==> config.mk <==
export PLATFORM = sky130hd
export DESIGN_NAME = uart_tx_fifo_flat
export DESIGN_NICKNAME = d
export VERILOG_FILES = /design/src/rtl/uart_tx_fifo_if.sv /design/src/rtl/uart_tx_fifo.sv /design/src/flat_wrapper.sv
export SDC_FILE = /design/constraint.sdc
export NUM_CORES = 1
export LEC_CHECK = 0
export ABC_CLOCK_PERIOD_IN_PS = 7100
export BUFFER_PORTS_ARGS = -buffer_cell sky130_fd_sc_hd__buf_2
export CAP_MARGIN = 40
export CORE_MARGIN = 1
export CORE_UTILIZATION = 55
export DETAILED_ROUTE_END_ITERATION = 8
export PLACE_DENSITY = 0.75
export SKIP_LAST_GASP = 1
export SLEW_MARGIN = 25
export SYNTH_ARGS = -nofsm -noshare
export SYNTH_HDL_FRONTEND = slang
export SYNTH_SLANG_ARGS = --single-unit
==> constraint.sdc <==
create_clock -name clk -period 7.1 [get_ports clk]
set_clock_uncertainty 0.1 [all_clocks]
set_input_delay 1.42 -clock clk [delete_from_list [all_inputs] [get_ports clk]]
set_output_delay 1.42 -clock clk [all_outputs]
set_load 0.02 [all_outputs]
==> src/rtl/uart_tx_fifo_if.sv <==
// Core-side store path and transmitter handshake of the UART transmit FIFO.
interface uart_tx_fifo_if #(
    parameter int DEPTH = 8
);
    localparam int AW = $clog2(DEPTH);

    logic          wr_en;
    logic [7:0]    wr_data;
    logic          full;
    logic [AW:0]   count;
    logic          overflow;
    logic          clr_overflow;
    logic [7:0]    tx_data;
    logic          tx_valid;
    logic          tx_ready;

    // Core store path plus UART transmitter side, as seen by whoever drives the FIFO.
    modport master (
        output wr_en, wr_data, clr_overflow, tx_ready,
        input  full, count, overflow, tx_data, tx_valid
    );

    // The FIFO itself.
    modport slave (
        input  wr_en, wr_data, clr_overflow, tx_ready,
        output full, count, overflow, tx_data, tx_valid
    );
endinterface

==> src/rtl/uart_tx_fifo.sv <==
// UART transmit FIFO: buffers bytes stored by the core and offers them to the
// transmitter first-word fall-through. A write into a full FIFO is dropped
// unless a pop happens on the same edge; drops raise a sticky overflow flag.
module uart_tx_fifo #(
    parameter int DEPTH = 8
) (
    input  logic                clk,
    input  logic                rst,
    uart_tx_fifo_if.slave       bus
);
    localparam int AW = $clog2(DEPTH);
    localparam logic [AW:0] FULL_CNT = (AW+1)'(DEPTH);

    logic [7:0]    r_mem [DEPTH];
    logic [AW-1:0] r_wptr;
    logic [AW-1:0] r_rptr;
    logic [AW:0]   r_count;
    logic          r_overflow;

    logic          w_empty;
    logic          w_full;
    logic          w_pop;
    logic          w_push;
    logic          w_drop;

    // Handshake decode; a pop frees the slot a same-cycle write needs.
    always_comb begin
        w_empty = (r_count == '0);
        w_full  = (r_count == FULL_CNT);
        w_pop   = !w_empty && bus.tx_ready;
        w_push  = bus.wr_en && (!w_full || w_pop);
        w_drop  = bus.wr_en && w_full && !w_pop;
    end

    // Storage array; contents need no reset, pointers define validity.
    always_ff @(posedge clk) begin
        if (!rst && w_push)
            r_mem[r_wptr] <= bus.wr_data;
    end

    // Pointers wrap naturally at AW bits because DEPTH is a power of two.
    always_ff @(posedge clk) begin
        if (rst) begin
            r_wptr <= '0;
            r_rptr <= '0;
        end else begin
            if (w_push) r_wptr <= r_wptr + 1'b1;
            if (w_pop)  r_rptr <= r_rptr + 1'b1;
        end
    end

    // Occupancy tracks push/pop; simultaneous push and pop leaves it unchanged.
    always_ff @(posedge clk) begin
        if (rst) begin
            r_count <= '0;
        end else begin
            case ({w_push, w_pop})
                2'b10:   r_count <= r_count + 1'b1;
                2'b01:   r_count <= r_count - 1'b1;
                default: r_count <= r_count;
            endcase
        end
    end

    // Sticky overflow; a drop in the same cycle as a clear keeps it set.
    always_ff @(posedge clk) begin
        if (rst)
            r_overflow <= 1'b0;
        else if (w_drop)
            r_overflow <= 1'b1;
        else if (bus.clr_overflow)
            r_overflow <= 1'b0;
    end

    // All outputs come from registers only, so no input reaches them in-cycle.
    always_comb begin
        bus.full     = w_full;
        bus.count    = r_count;
        bus.overflow = r_overflow;
        bus.tx_valid = !w_empty;
        bus.tx_data  = r_mem[r_rptr];
    end
endmodule

==> src/flat_wrapper.sv <==
// flat-port wrapper written by rule: the top's interface ports become plain ports
module uart_tx_fifo_flat 
#(
    parameter int DEPTH = 8
)
  (clk, rst, bus_wr_en, bus_wr_data, bus_clr_overflow, bus_tx_ready, bus_full, bus_count, bus_overflow, bus_tx_data, bus_tx_valid);
  uart_tx_fifo_if #(.DEPTH(DEPTH)) bus_i ();
  input  logic clk;
  input  logic rst;
  input wire logic [$bits(bus_i.wr_en)-1:0] bus_wr_en;
  input wire logic [$bits(bus_i.wr_data)-1:0] bus_wr_data;
  input wire logic [$bits(bus_i.clr_overflow)-1:0] bus_clr_overflow;
  input wire logic [$bits(bus_i.tx_ready)-1:0] bus_tx_ready;
  output wire logic [$bits(bus_i.full)-1:0] bus_full;
  output wire logic [$bits(bus_i.count)-1:0] bus_count;
  output wire logic [$bits(bus_i.overflow)-1:0] bus_overflow;
  output wire logic [$bits(bus_i.tx_data)-1:0] bus_tx_data;
  output wire logic [$bits(bus_i.tx_valid)-1:0] bus_tx_valid;
  assign bus_i.wr_en = bus_wr_en;
  assign bus_i.wr_data = bus_wr_data;
  assign bus_i.clr_overflow = bus_clr_overflow;
  assign bus_i.tx_ready = bus_tx_ready;
  assign bus_full = bus_i.full;
  assign bus_count = bus_i.count;
  assign bus_overflow = bus_i.overflow;
  assign bus_tx_data = bus_i.tx_data;
  assign bus_tx_valid = bus_i.tx_valid;
  uart_tx_fifo #(.DEPTH(DEPTH)) u_core (.clk(clk), .rst(rst), .bus(bus_i));
endmodule
==> flow_metrics.tcl, run 1 <==
set metrics [dict create \
    grt_pass1_wl_um 8438 \
    dr.pass1.iters 4 \
    timing.fmax_ghz 0.2791 \
    rows 27 \
    crit_fanout 16 \
    cts_buffer_depth 2 \
    fp.coreArea_mm2 0.005473 \
    start_util 0.5704 \
    dieArea_mm2 0.005981 \
    avgSynthCellArea_um2 17.74 \
    path_clk_slew_ns 0.07 \
    die_x_um 77.34 \
    gr-total-overflow 0 \
    htreeDepth 3 \
    start_kind "flip-flop" \
    cap_violations 0 \
    fin_crit_ns 3.583 \
    diodes 0 \
    crit_type "reg2out" \
    max-slew-margin-rel 0.4578 \
    grt.busiest_layer "met2" \
    syn-num-nets 194 \
    synth-xor-area-share 0.01964 \
    critPathRequiredTime_ns 5.58 \
    finalHoldViolations 0 \
    r2r_end "u_core.bus.count[3]" \
    p_total_mw 1.184 \
    yosys.area_share.simple 0.06052 \
    synth_top_family_by_area "multiplexers" \
    layout_commonest_cell "edfxtp_1" \
    track_usage 0.1991 \
    drt-total-wl_um 5250 \
    io_buffers 27 \
    rr_worst_depth 6 \
    status "finished, final reports clean" \
    final_cell_mix "64 x edfxtp_1, 27 x buf_2, 16 x mux4_2, 13 x nor2_1, 13 x dfxtp_1" \
    hold_buffers 0 \
    postLayoutCellArea_mm2 0.003622 \
    vias 1619 \
    reg2reg_slack_ns 4.16 \
    post-route-period-util 0.5046 \
    postSynthCellCount 176 \
    cts_resized 0 \
    met1_usage 0.2548 \
    ir_worst_vdd_v 0.0002305 \
    antenna_found_initial 0 \
    use_met3 0.04941 \
    drc_errors 0 \
    post_cts_buffers 0 \
    worstSetupEndpoint "bus_tx_data[6]" \
    cts.sinks 78 \
    synthMuxAreaShare 0.1543 \
    p_leak_nw 1.278 \
    placed_cells 272 \
    r2r-start "u_core.bus.count[0]" \
    io_pins 28 \
    place_area_mm2 0.003364 \
    vias_per_cell 5.602 \
    area_growth_pct 16.03 \
    worstMarginPinSlew_ns 0.8121 \
    synth-seq-area-share 0.7054 \
    routabilityCongestion 0.6992 \
    grt_start_max_net_pins 18 \
    cp.arrival_ns 2.06 \
    drt_iter0_markers 100 \
    rsz0062_at_grt "no" \
    instances_no_fill 289 \
    powerDensity_mw_per_mm2 326.9 \
    use_met2 0.3265 \
    cts_tree "done" \
    final_layout_size_suffix_gt1_frac 0.3641 \
    synth_compound_gate_area_share 0.02445 \
    yosysUniqueCellTypes 31 \
    cts_root_buffer "clkbuf_8" \
    setup_viol 0 \
    final_util 0.6619 \
    wire_per_inst_um 18.17 \
    dp_hpwl_um 3433 \
    setup_tns_ns 0 \
    yosys_warnings 0 \
    fin_nets 230 \
    grt_pass1_vias 1657 \
    endpoint_kind "output port" \
    fp.dieH_um 77.34 \
    cts_buffers 9 \
    hold_class "reg2reg" \
    synth-adder-area-share 0.02004 \
    slew_violations 0 \
    antenna_left 0 \
    ys_ff_latch 78 \
    clock_latency_ns 0.34 \
    syn_area_mm2 0.003122 \
]
worst min-delay path by stage:
stage | cells after the start | slack [ns] | start | to
after detailed placement | 2 | 0.39 | u_core.r_rptr[1] | u_core.r_rptr[1]
after global placement | 2 | 0.37 | u_core.r_rptr[1] | u_core.r_rptr[1]
after CTS | 2 | 0.39 | u_core.r_rptr[1] | flip-flop
after floorplan | 2 | 0.35 | u_core.r_rptr[1] | flip-flop
final | 2 | 0.40 | u_core.r_rptr[1] | flip-flop
after global routing | 2 | 0.43 | u_core.r_rptr[1] | flip-flop
critical path, stage by stage, from the launching register on:
cell     delay (ns)
dfxtp_2        0.70
mux4_2         0.59
mux2_2         0.28
buf_2          0.16
cell usage after synthesis:
cell type | n | share of area
or3_2 | 1 | 0.0024
clkbuf_1 | 5 | 0.0060
mux4_2 | 16 | 0.12
nand2b_1 | 1 | 0.0020
a31oi_1 | 1 | 0.0020
dfxtp_1 | 14 | 0.090
nor4_1 | 2 | 0.0040
o211ai_1 | 2 | 0.0048
nor4b_1 | 1 | 0.0028
xor2_1 | 7 | 0.020
nor2_1 | 13 | 0.016
or4_1 | 1 | 0.0024
mux2i_1 | 2 | 0.0064
ha_1 | 5 | 0.020
nor3_1 | 3 | 0.0048
nand2_1 | 3 | 0.0036
inv_1 | 2 | 0.0024
o21ai_0 | 1 | 0.0016
nor2_2 | 1 | 0.0020
a21oi_1 | 5 | 0.0080
or3_1 | 1 | 0.0020
edfxtp_1 | 64 | 0.62
nand3b_1 | 1 | 0.0024
buf_1 | 2 | 0.0024
o21ai_4 | 1 | 0.0052
buf_2 | 3 | 0.0048
nor2b_1 | 5 | 0.010
o32ai_1 | 1 | 0.0028
mux2_2 | 9 | 0.032
nand3_1 | 2 | 0.0032
or4b_1 | 1 | 0.0032
sequential cells by signal, indices dropped and copies added, names as in the netlist, named ones only:
name                 flops
u_core.bus.count         4
u_core.bus.overflow      1
u_core.r_mem            64
u_core.r_wptr            3
u_core.r_rptr            3
routing by layer:
| layer | part of all wire | vias up |
|---|---|---|
| li1 | - | 759 |
| met1 | 0.45 | 814 |
| met4 | 0.015 | 0 |
| met5 | 0 | - |
| met3 | 0.037 | 9 |
| met2 | 0.50 | 37 |
metrics by stage:
step	worst slack [ns]	hold slack [ns]
final	3.517	0.3974
after global routing	3.372	0.4329
after CTS	3.442	0.3947
after detailed placement	3.634	0.3943
after global placement	3.468	0.3692
after floorplan	3.745	0.3541
power by group:
group,switching [mW],internal (mW),total [mW]
sequential,0.0425,0.521,0.563
clock,0.147,0.237,0.384
combinational,0.122,0.115,0.237
logic make-up (layout without fill, tap and decap cells):
family	count (synthesis)	after routing
simple gates	36	36
compound gates	11	11
fa+ha+maj	5	5
mux	27	27
buf+inv	12	53
flops	78	78
xor+xnor	7	7
area by class of cell:
| type | instances | area, um^2 |
|---|---|---|
| Sequential cell | 78 | 2203 |
| Fill cell | 398 | 1851 |
| Multi-Input combinational cell | 86 | 875.8 |
| Clock buffer | 15 | 220.2 |
| Timing Repair Buffer | 35 | 195.2 |
| Tap cell | 72 | 90.09 |
| Clock inverter | 1 | 30.03 |
| Inverter | 2 | 7.507 |
Note: power is estimated with default switching activity, not from simulation.
==> inputs of run 2 (changes only) <==
- ABC_CLOCK_PERIOD_IN_PS: 7100 -> 3400
- clock period: 7.1 -> 3.4 ns (I/O delays scaled with it)
==> run 2 against run 1 <==
Sequential cell count stayed put. Clock power grew 47%. First-iteration DRC count grew 9.0%. Register-to-register slack lost 3.7 ns. Largest cell class unchanged. Largest power group unchanged.
==> flow_metrics.tcl, run 2 (same netlist as run 1, synthesis figures left out) <==
set metrics [dict create \
    post_cts_buffers 0 \
    grt_pass1_vias 1721 \
    endpoint_kind "flip-flop" \
    diodes 0 \
    largest_register_ffs 64 \
    cts_root_buffer "clkbuf_8" \
    dr_wl_met2_um 2836 \
    dr.pass1.iters 4 \
    r2r_end "u_core.bus.count[2]" \
    rr_worst_depth 9 \
    hold_class "reg2reg" \
    area_growth_pct 13.11 \
    dieArea_mm2 0.005981 \
    finalHoldViolations 0 \
    cts_buffers 9 \
    setup_viol 0 \
    crit_type "reg2reg" \
    rsz0062_at_grt "no" \
    io_pins 28 \
    worstHoldStart "u_core.r_rptr[1]" \
    timing.fmax_ghz 0.3373 \
    start_kind "flip-flop" \
    grt_pass1_wl_um 8866 \
    die_x_um 77.34 \
    top_layer "met4" \
    wire_per_inst_um 19.01 \
    setup_tns_ns 0 \
    ir_worst_vdd_v 0.0004280 \
    cts_buffer_depth 2 \
    fin_nets 231 \
    final_cell_mix "64 x edfxtp_1, 27 x buf_2, 16 x mux4_2, 14 x dfxtp_1, 13 x nor2_1" \
    crit_fanout 8 \
    powerDensity_mw_per_mm2 638.1 \
    antenna_found_initial 0 \
    cp.arrival_ns 3.13 \
    fin_crit_ns 2.965 \
    vias 1662 \
    routabilityCongestion 0.7885 \
    post-route-period-util 0.8720 \
    track_usage 0.2077 \
    cts_tree "done" \
    hold_buffers 0 \
    wl_met3_um 186 \
    path_clk_slew_ns 0.07 \
    vias_per_cell 5.731 \
    cts.sinks 78 \
    critPathRequiredTime_ns 3.57 \
    r2r-start "u_core.bus.count[1]" \
    gr-total-overflow 0 \
    cap_violations 0 \
    htreeDepth 3 \
    final_layout_size_suffix_gt1_frac 0.3486 \
    rows 27 \
    placed_cells 273 \
    status "finished, final reports clean" \
    slew_violations 0 \
    drt_iter0_markers 109 \
    dp_hpwl_um 3647 \
    max-slew-margin-rel 0.4710 \
    grt_start_max_net_pins 18 \
    worstMarginPinSlew_ns 0.7923 \
    whs_path_depth 2 \
    start_util 0.5704 \
    fp.coreArea_mm2 0.005473 \
    io_buffers 27 \
    drt-total-wl_um 5512 \
    clock_latency_ns 0.34 \
    top_register "u_core.r_mem" \
    layout_commonest_cell "edfxtp_1" \
    instances_no_fill 290 \
    fp.dieH_um 77.34 \
    antenna_left 0 \
    drc_errors 0 \
    reg2reg_slack_ns 0.44 \
    p_leak_nw 1.238 \
    cts_resized 0 \
    drt-met1-wl_um 2391 \
]
run 2: cell count changes in the layout (fill, tap and decap cells not counted), sizes merged:
cell,change
clkinv,+5
clkbuf,-4
buf,+1
bufinv,-1
run 2: power by group:
part,switching [mW],leakage (nW),total [mW],internal [mW]
clock,0.304,0.0821,0.563,0.259
combinational,0.295,0.463,0.540,0.246
sequential,0.0630,0.692,1.15,1.09
total,0.661,1.24,2.25,1.59
run 2: final cells by class:
| type | instances | area, um^2 |
|---|---|---|
| flip-flops and latches | 78 | 2202 |
| fillers | 395 | 1942 |
| multi-input cells | 86 | 870.8 |
| repair buffers | 36 | 202.7 |
| clock buffers | 11 | 131.4 |
| well taps | 72 | 90.09 |
| clock inverters | 5 | 26.28 |
| inverters | 2 | 7.507 |
run 2: worst max-delay path by stage:
stage	from	endpoint	cells after the start
after global placement	u_core.bus.count[0]	u_core.bus.count[3]	6
after floorplan	u_core.bus.count[0]	u_core.bus.count[3]	7
after detailed placement	u_core.bus.count[0]	u_core.bus.count[3]	6
after global routing	u_core.bus.count[0]	u_core.bus.count[2]	9
final	u_core.bus.count[1]	u_core.bus.count[2]	9
after CTS	u_core.bus.count[0]	u_core.bus.count[2]	9
run 2: per-stage QoR:
stage / area, um^2 / hold slack [ns] / utilization / total power [mW] / setup WS, ns
2_1_floorplan: 3122 / 0.3541 / - / 1.560 / 0.5524
3_3_place_gp: 3358 / 0.3805 / 0.6136 / 1.677 / 0.6093
6_report: 3531 / 0.3961 / 0.6452 / 2.253 / 0.4351
4_1_cts: 3523 / 0.4005 / 0.6438 / 2.266 / 0.4678
3_5_place_dp: 3366 / 0.3932 / 0.6150 / 1.715 / 0.4936
5_1_grt: 3531 / 0.4354 / 0.6452 / 2.363 / 0.3096
run 2: critical path, stage by stage (launching register included):
cell and delay, ns:
dfxtp_1 0.39, or4b_1 0.67, o21ai_4 0.30, ha_1 0.31, xor2_1 0.23, ha_1 0.20, a21oi_1 0.05, xor2_1 0.16
or3_1 0.32, a21oi_1 0.16
run 2: metal layers:
metal  vias to the layer above  track usage
met3                         9      0.04706
met1                       851       0.2588
met2                        38       0.3496
met5                         -            0
met4                         0      0.09057
li1                        764            -
